===== src/rtl/hazard_stall_controller.sv =====
// rtl/hazard_stall_controller.sv - pipeline stall/flush control with load-use, redirect, imem wait and dmem freeze
module hazard_stall_controller #(
    parameter int LOAD_USE_PENALTY = 1,
    parameter int PERF_WIDTH       = 32
) (
    input  logic                  clk,
    input  logic                  rst,
    input  logic [4:0]            id_rs1,
    input  logic [4:0]            id_rs2,
    input  logic                  id_uses_rs1,
    input  logic                  id_uses_rs2,
    input  logic [4:0]            ex_rd,
    input  logic                  ex_mem_read,
    input  logic                  ex_redirect,
    input  logic                  imem_ready,
    input  logic                  dmem_busy,
    output logic                  pc_stall,
    output logic                  fd_stall,
    output logic                  fd_flush,
    output logic                  de_stall,
    output logic                  de_flush,
    output logic                  em_stall,
    output logic [PERF_WIDTH-1:0] stall_cycles,
    output logic [PERF_WIDTH-1:0] flush_events
);

    typedef enum logic [1:0] {
        ST_RUN        = 2'd0,
        ST_LOAD_STALL = 2'd1,
        ST_MEM_WAIT   = 2'd2
    } state_t;

    localparam logic [1:0]            LU_INIT  = 2'(LOAD_USE_PENALTY - 1);
    localparam logic [PERF_WIDTH-1:0] PERF_ONE = PERF_WIDTH'(1);

    state_t                state_q, state_d;
    state_t                saved_q, saved_d;
    state_t                eff_state;
    logic [1:0]            lu_cnt_q, lu_cnt_d;
    logic [PERF_WIDTH-1:0] stall_cycles_q, stall_cycles_d;
    logic [PERF_WIDTH-1:0] flush_events_q, flush_events_d;
    logic                  lu_hit;
    logic                  redirect_taken;

    // Load-use detect; the state seen through a freeze is the one saved on entry, so
    // the cycle dmem_busy drops already behaves as the resumed state.
    always_comb begin
        lu_hit = ex_mem_read && (ex_rd != 5'd0) &&
                 ((id_uses_rs1 && (id_rs1 == ex_rd)) ||
                  (id_uses_rs2 && (id_rs2 == ex_rd)));
        eff_state = (state_q == ST_MEM_WAIT) ? saved_q : state_q;
    end

    // Next-state and control decode, priority: dmem freeze, redirect, load-use, imem wait.
    always_comb begin
        pc_stall       = 1'b0;
        fd_stall       = 1'b0;
        fd_flush       = 1'b0;
        de_stall       = 1'b0;
        de_flush       = 1'b0;
        em_stall       = 1'b0;
        redirect_taken = 1'b0;
        state_d        = state_q;
        saved_d        = saved_q;
        lu_cnt_d       = lu_cnt_q;
        if (dmem_busy) begin
            pc_stall = 1'b1;
            fd_stall = 1'b1;
            de_stall = 1'b1;
            em_stall = 1'b1;
            state_d  = ST_MEM_WAIT;
            saved_d  = eff_state;
        end else if (ex_redirect) begin
            fd_flush       = 1'b1;
            de_flush       = 1'b1;
            redirect_taken = 1'b1;
            state_d        = ST_RUN;
            saved_d        = ST_RUN;
            lu_cnt_d       = 2'd0;
        end else if (eff_state == ST_LOAD_STALL) begin
            pc_stall = 1'b1;
            fd_stall = 1'b1;
            de_flush = 1'b1;
            lu_cnt_d = lu_cnt_q - 2'd1;
            if (lu_cnt_q <= 2'd1) begin
                state_d  = ST_RUN;
                lu_cnt_d = 2'd0;
            end else begin
                state_d = ST_LOAD_STALL;
            end
        end else if (lu_hit) begin
            pc_stall = 1'b1;
            fd_stall = 1'b1;
            de_flush = 1'b1;
            if (LOAD_USE_PENALTY > 1) begin
                state_d  = ST_LOAD_STALL;
                lu_cnt_d = LU_INIT;
            end else begin
                state_d = ST_RUN;
            end
        end else if (!imem_ready) begin
            pc_stall = 1'b1;
            fd_flush = 1'b1;
            state_d  = ST_RUN;
        end else begin
            state_d = ST_RUN;
        end
    end

    // Saturating performance counters.
    always_comb begin
        stall_cycles_d = stall_cycles_q;
        flush_events_d = flush_events_q;
        if (pc_stall && !(&stall_cycles_q)) begin
            stall_cycles_d = stall_cycles_q + PERF_ONE;
        end
        if (redirect_taken && !(&flush_events_q)) begin
            flush_events_d = flush_events_q + PERF_ONE;
        end
    end

    // State, saved state, load-use counter and perf counters; async reset clears everything.
    always_ff @(posedge clk or posedge rst) begin
        if (rst) begin
            state_q        <= ST_RUN;
            saved_q        <= ST_RUN;
            lu_cnt_q       <= 2'd0;
            stall_cycles_q <= '0;
            flush_events_q <= '0;
        end else begin
            state_q        <= state_d;
            saved_q        <= saved_d;
            lu_cnt_q       <= lu_cnt_d;
            stall_cycles_q <= stall_cycles_d;
            flush_events_q <= flush_events_d;
        end
    end

    assign stall_cycles = stall_cycles_q;
    assign flush_events = flush_events_q;

endmodule


===== config.mk =====
export PLATFORM = sky130hd
export DESIGN_NAME = hazard_stall_controller
export DESIGN_NICKNAME = d
export VERILOG_FILES = /design/src/rtl/hazard_stall_controller.sv
export SDC_FILE = /design/constraint.sdc
export NUM_CORES = 1
export LEC_CHECK = 0
export CAP_MARGIN = 20
export CORE_ASPECT_RATIO = 1.75
export CORE_MARGIN = 2
export CORE_UTILIZATION = 53
export DETAILED_ROUTE_END_ITERATION = 8
export GPL_TIMING_DRIVEN = 0
export PLACE_DENSITY_LB_ADDON = 0.25
export SLEW_MARGIN = 25
export SYNTH_ARGS = -nofsm -noshare
export SYNTH_HDL_FRONTEND = slang
export SYNTH_SLANG_ARGS = --single-unit

===== constraint.sdc =====
create_clock -name clk -period 3.7 [get_ports clk]
set_clock_uncertainty 0.2 [all_clocks]
set_input_delay 0.37 -clock clk [delete_from_list [all_inputs] [get_ports clk]]
set_output_delay 0.37 -clock clk [all_outputs]
set_load 0.02 [all_outputs]

==> run summary, run 1 <==
Int Pwr - 1.59 mW
Outcome - finished, final reports clean
Post-DP HPWL - 6340 um
FILL cells - 500
Antenna Cells - 0
Routed WL - 8490 um
Post-route ant nets - 0
Syn Area/Cell - 10.2 um^2
Root buffer cell - clkbuf_16
Slew @ Worst Pin - 0.629 ns
# IOs - 93
Number of synthesized flops with an enable pin - 0
Kind of critical path - in2out
Critical R2R Capture - flush_events[28]
Starting density of the core - 54.6%
Post-Syn Instances - 349
Largest net degree at the start of global routing - 37
Hold buffers post-CTS - 0
GP Congestion - 0.830
Hold Crit Class - in2async
Inst Count DP - 524
Vias in the first global route - 3038
Post-CTS Repair Setup Buffers - 0
Endpoints failing hold - 0
Final #Nets - 478
Die Height - 113 um
Worst-path fanout max - 3
Antenna violations before repair - 0
PD cells - 458 nW/um^2
Die Span X - 66.1 um
Register area share after synthesis - 49.0%
RSZ-0062 raised after global routing - false
Clk sink count - 70
Lkg Pwr - 2.14 nW
Max Slew Vio Count - 0
Critical Path Start Type - input port
Drt pass-1 iters - 4
First-pass GRT wire length - 14000 um
Setup TNS - 0 ns
Worst-path clk slew - 0.06 ns
Max Fclk - 314 MHz
# port buffers - 92
Synth Register Bits - 70
Top cells by area, synth - dfrtp_1 49%, xnor2_1 9.1%, xor2_1 8.3%
Sequential share of power - 41.8%
Leading register cell type out of synthesis - dfrtp_1
Yosys top cell area share - 49.0%
Comb pwr share - 20.9%
VDD IR max - 457 uV
Minimum clock period - 3.18 ns
Worst EP required - 3.13 ns
FF+latch area - 1750 um^2
Max-cap viol count - 0
Yosys cell types - 43
R2R Path Start - flush_events[0]
Fin util - 75.1%
Max-Slew Margin vs Limit - 57.8%
Multi-input gate area - 1740 um^2
Area of the mapped netlist - 3570 um^2
Ys Warns - 0
Number of buffers created by CTS - 9
Layout cell share with drive strength beyond 1 - 7.42%
Sw power - 655 uW
Final setup viols - 0
H-Tree Depth - 3
Die area - 7440 um^2
Post_cts resized - 0
Async S/R FF share, synth - 100%
Fin cells - 540
Syn Nets - 374
Worst-skew pair later-pin latency - 0.33 ns
Remaining global-route overflow - 0
FF-to-FF path depth - 7
Core Area - 6540 um^2
Biggest area consumer among synthesized cells - dfrtp_1
Vias - 3016
# DRC - 0
Sw frac - 29.1%
CP Data Arrival Time - 2.61 ns
CTS tree - yes
GRT Total Usage - 24.4%
DR WL/cell - 15.7 um
Area Overhead vs Synth - 37.4%
R2R setup slack - 1.25 ns
DR vias/cell - 5.59
Num rows - 39
Fin crit share - 86.1%
Crit. End Element - output pin
Initial DRC Count - 235
Clock power share - 37.4%
Clock Tree Buf Depth - 2
-- area by class of cell --
cell class | count | area share, %
Sequential cell | 70 | 35.7
Multi-Input combinational cell | 261 | 35.4
Timing Repair Buffer | 93 | 19.2
Clock buffer | 10 | 4.66
Tap cell | 82 | 2.09
Clock inverter | 6 | 1.25
Buffer | 11 | 1.15
Inverter | 7 | 0.586
-- registers in the layout, summed over array words and instances, names as in the netlist --
name,cells
saved_q,2
stall_cycles,32
state_q,2
flush_events,32
lu_cnt_q,2
-- metrics by stage --
step / instance area [um^2] / worst slack [ns] / total power [mW] / hold slack (ns)
2_1_floorplan: 3570 / 1.31 / 1.19 / 0.201
3_3_place_gp: 4600 / 0.206 / 1.41 / 0.264
3_5_place_dp: 4620 / 0.488 / 1.42 / 0.272
4_1_cts: 4910 / 0.480 / 2.27 / 0.214
5_1_grt: 4910 / 0.376 / 2.34 / 0.252
6_report: 4910 / 0.515 / 2.25 / 0.205
-- layer usage --
layer | GRT usage [%] | wire length (um)
met5 | 0 | 0
met4 | 11.8 | 284
met3 | 5.21 | 360
met2 | 44.6 | 4770
met1 | 25.6 | 3080
-- cell usage after synthesis, types with 2 or more instances --
library cell and number:
o21a_1 3, nor3_1 23, inv_1 7, and3_1 5
a21oi_1 7, or3_4 2, nand4_1 19, xnor2_1 37
nand2_1 34, xor2_1 34, clkbuf_1 6, nand3_1 23
nand3_2 2, nand4b_1 4, ha_1 2, and2_1 2
nor3b_1 4, nor2_1 22, and4_1 4, nor4_1 11
nand2b_1 4, buf_4 4, dfrtp_1 70
-- worst max-delay path by stage --
stage	cells after the start	from	to	slack, ns
after floorplan	7	flush_events[0]	flush_events[28]	1.31
after global placement	2	rst	stall_cycles[28]	0.21
after detailed placement	7	ex_rd[1]	fd_flush	0.49
after CTS	7	ex_rd[1]	fd_flush	0.48
after global routing	7	ex_rd[1]	fd_flush	0.38
final	7	ex_rd[1]	fd_flush	0.52
-- critical path, stage by stage --
cell             delay, ns
clkdlybuf4s50_1       0.47
or4_1                 0.55
o21a_1                0.20
nand2_1               0.08
a21oi_1               0.07
a211oi_1              0.23
clkdlybuf4s50_1       0.65
-- kinds of logic (layout without fill, tap and decap cells) --
kind of cell	count (synthesis)	in the layout	share of synthesized area (%)
compound gates	14	14	2.38
xor+xnor	72	72	17.9
fa+ha+maj	2	2	0.700
buf+inv	18	127	2.31
flops	70	70	49.0
mux	2	2	0.630
simple gates	171	171	27.1
-- power by group through the flow --
stage / sequential [mW] / combinational, mW / clock (mW)
3_3_place_gp: 0.948 / 0.464 / 0
2_1_floorplan: 1.02 / 0.172 / 0
3_5_place_dp: 0.951 / 0.473 / 0
6_report: 0.939 / 0.470 / 0.841
4_1_cts: 0.939 / 0.476 / 0.855
5_1_grt: 0.951 / 0.502 / 0.884
-- placed cells by master (no fill, tap or decap), types with 2 or more instances in the layout --
master / n
clkdlybuf4s50_1: 92
dfrtp_1: 70
xnor2_1: 37
nand2_1: 34
xor2_1: 34
nand3_1: 23
nor3_1: 23
nor2_1: 22
nand4_1: 19
nor4_1: 11
clkbuf_16: 9
clkbuf_1: 7
a21oi_1: 7
inv_1: 6
and3_1: 5
nand2b_1: 4
and4_1: 4
nand4b_1: 4
buf_4: 4
nor3b_1: 4
o21a_1: 3
clkinv_2: 3
nand3_2: 2
or3_4: 2
and2_1: 2
ha_1: 2
(Power assumes the default switching activity.)
==> run 2: changes to the inputs <==
--- a/config.mk
+++ b/config.mk
@@ -11,6 +11,7 @@
 export CORE_UTILIZATION = 53
 export DETAILED_ROUTE_END_ITERATION = 8
 export GPL_TIMING_DRIVEN = 0
+export HOLD_SLACK_MARGIN = 0.08
 export PLACE_DENSITY_LB_ADDON = 0.25
 export SLEW_MARGIN = 25
 export SYNTH_ARGS = -nofsm -noshare
==> results of run 2 <==
No change in the layout: final DEF, timing and power equal those of run 1.
==> run 3: changes to the inputs <==
--- a/config.mk
+++ b/config.mk
@@ -5,7 +5,7 @@
 export SDC_FILE = /design/constraint.sdc
 export NUM_CORES = 1
 export LEC_CHECK = 0
-export CAP_MARGIN = 20
+export CAP_MARGIN = 30
 export CORE_ASPECT_RATIO = 1.75
 export CORE_MARGIN = 2
 export CORE_UTILIZATION = 53
==> results of run 3 <==
No change in the layout: final DEF, timing and power equal those of run 1.
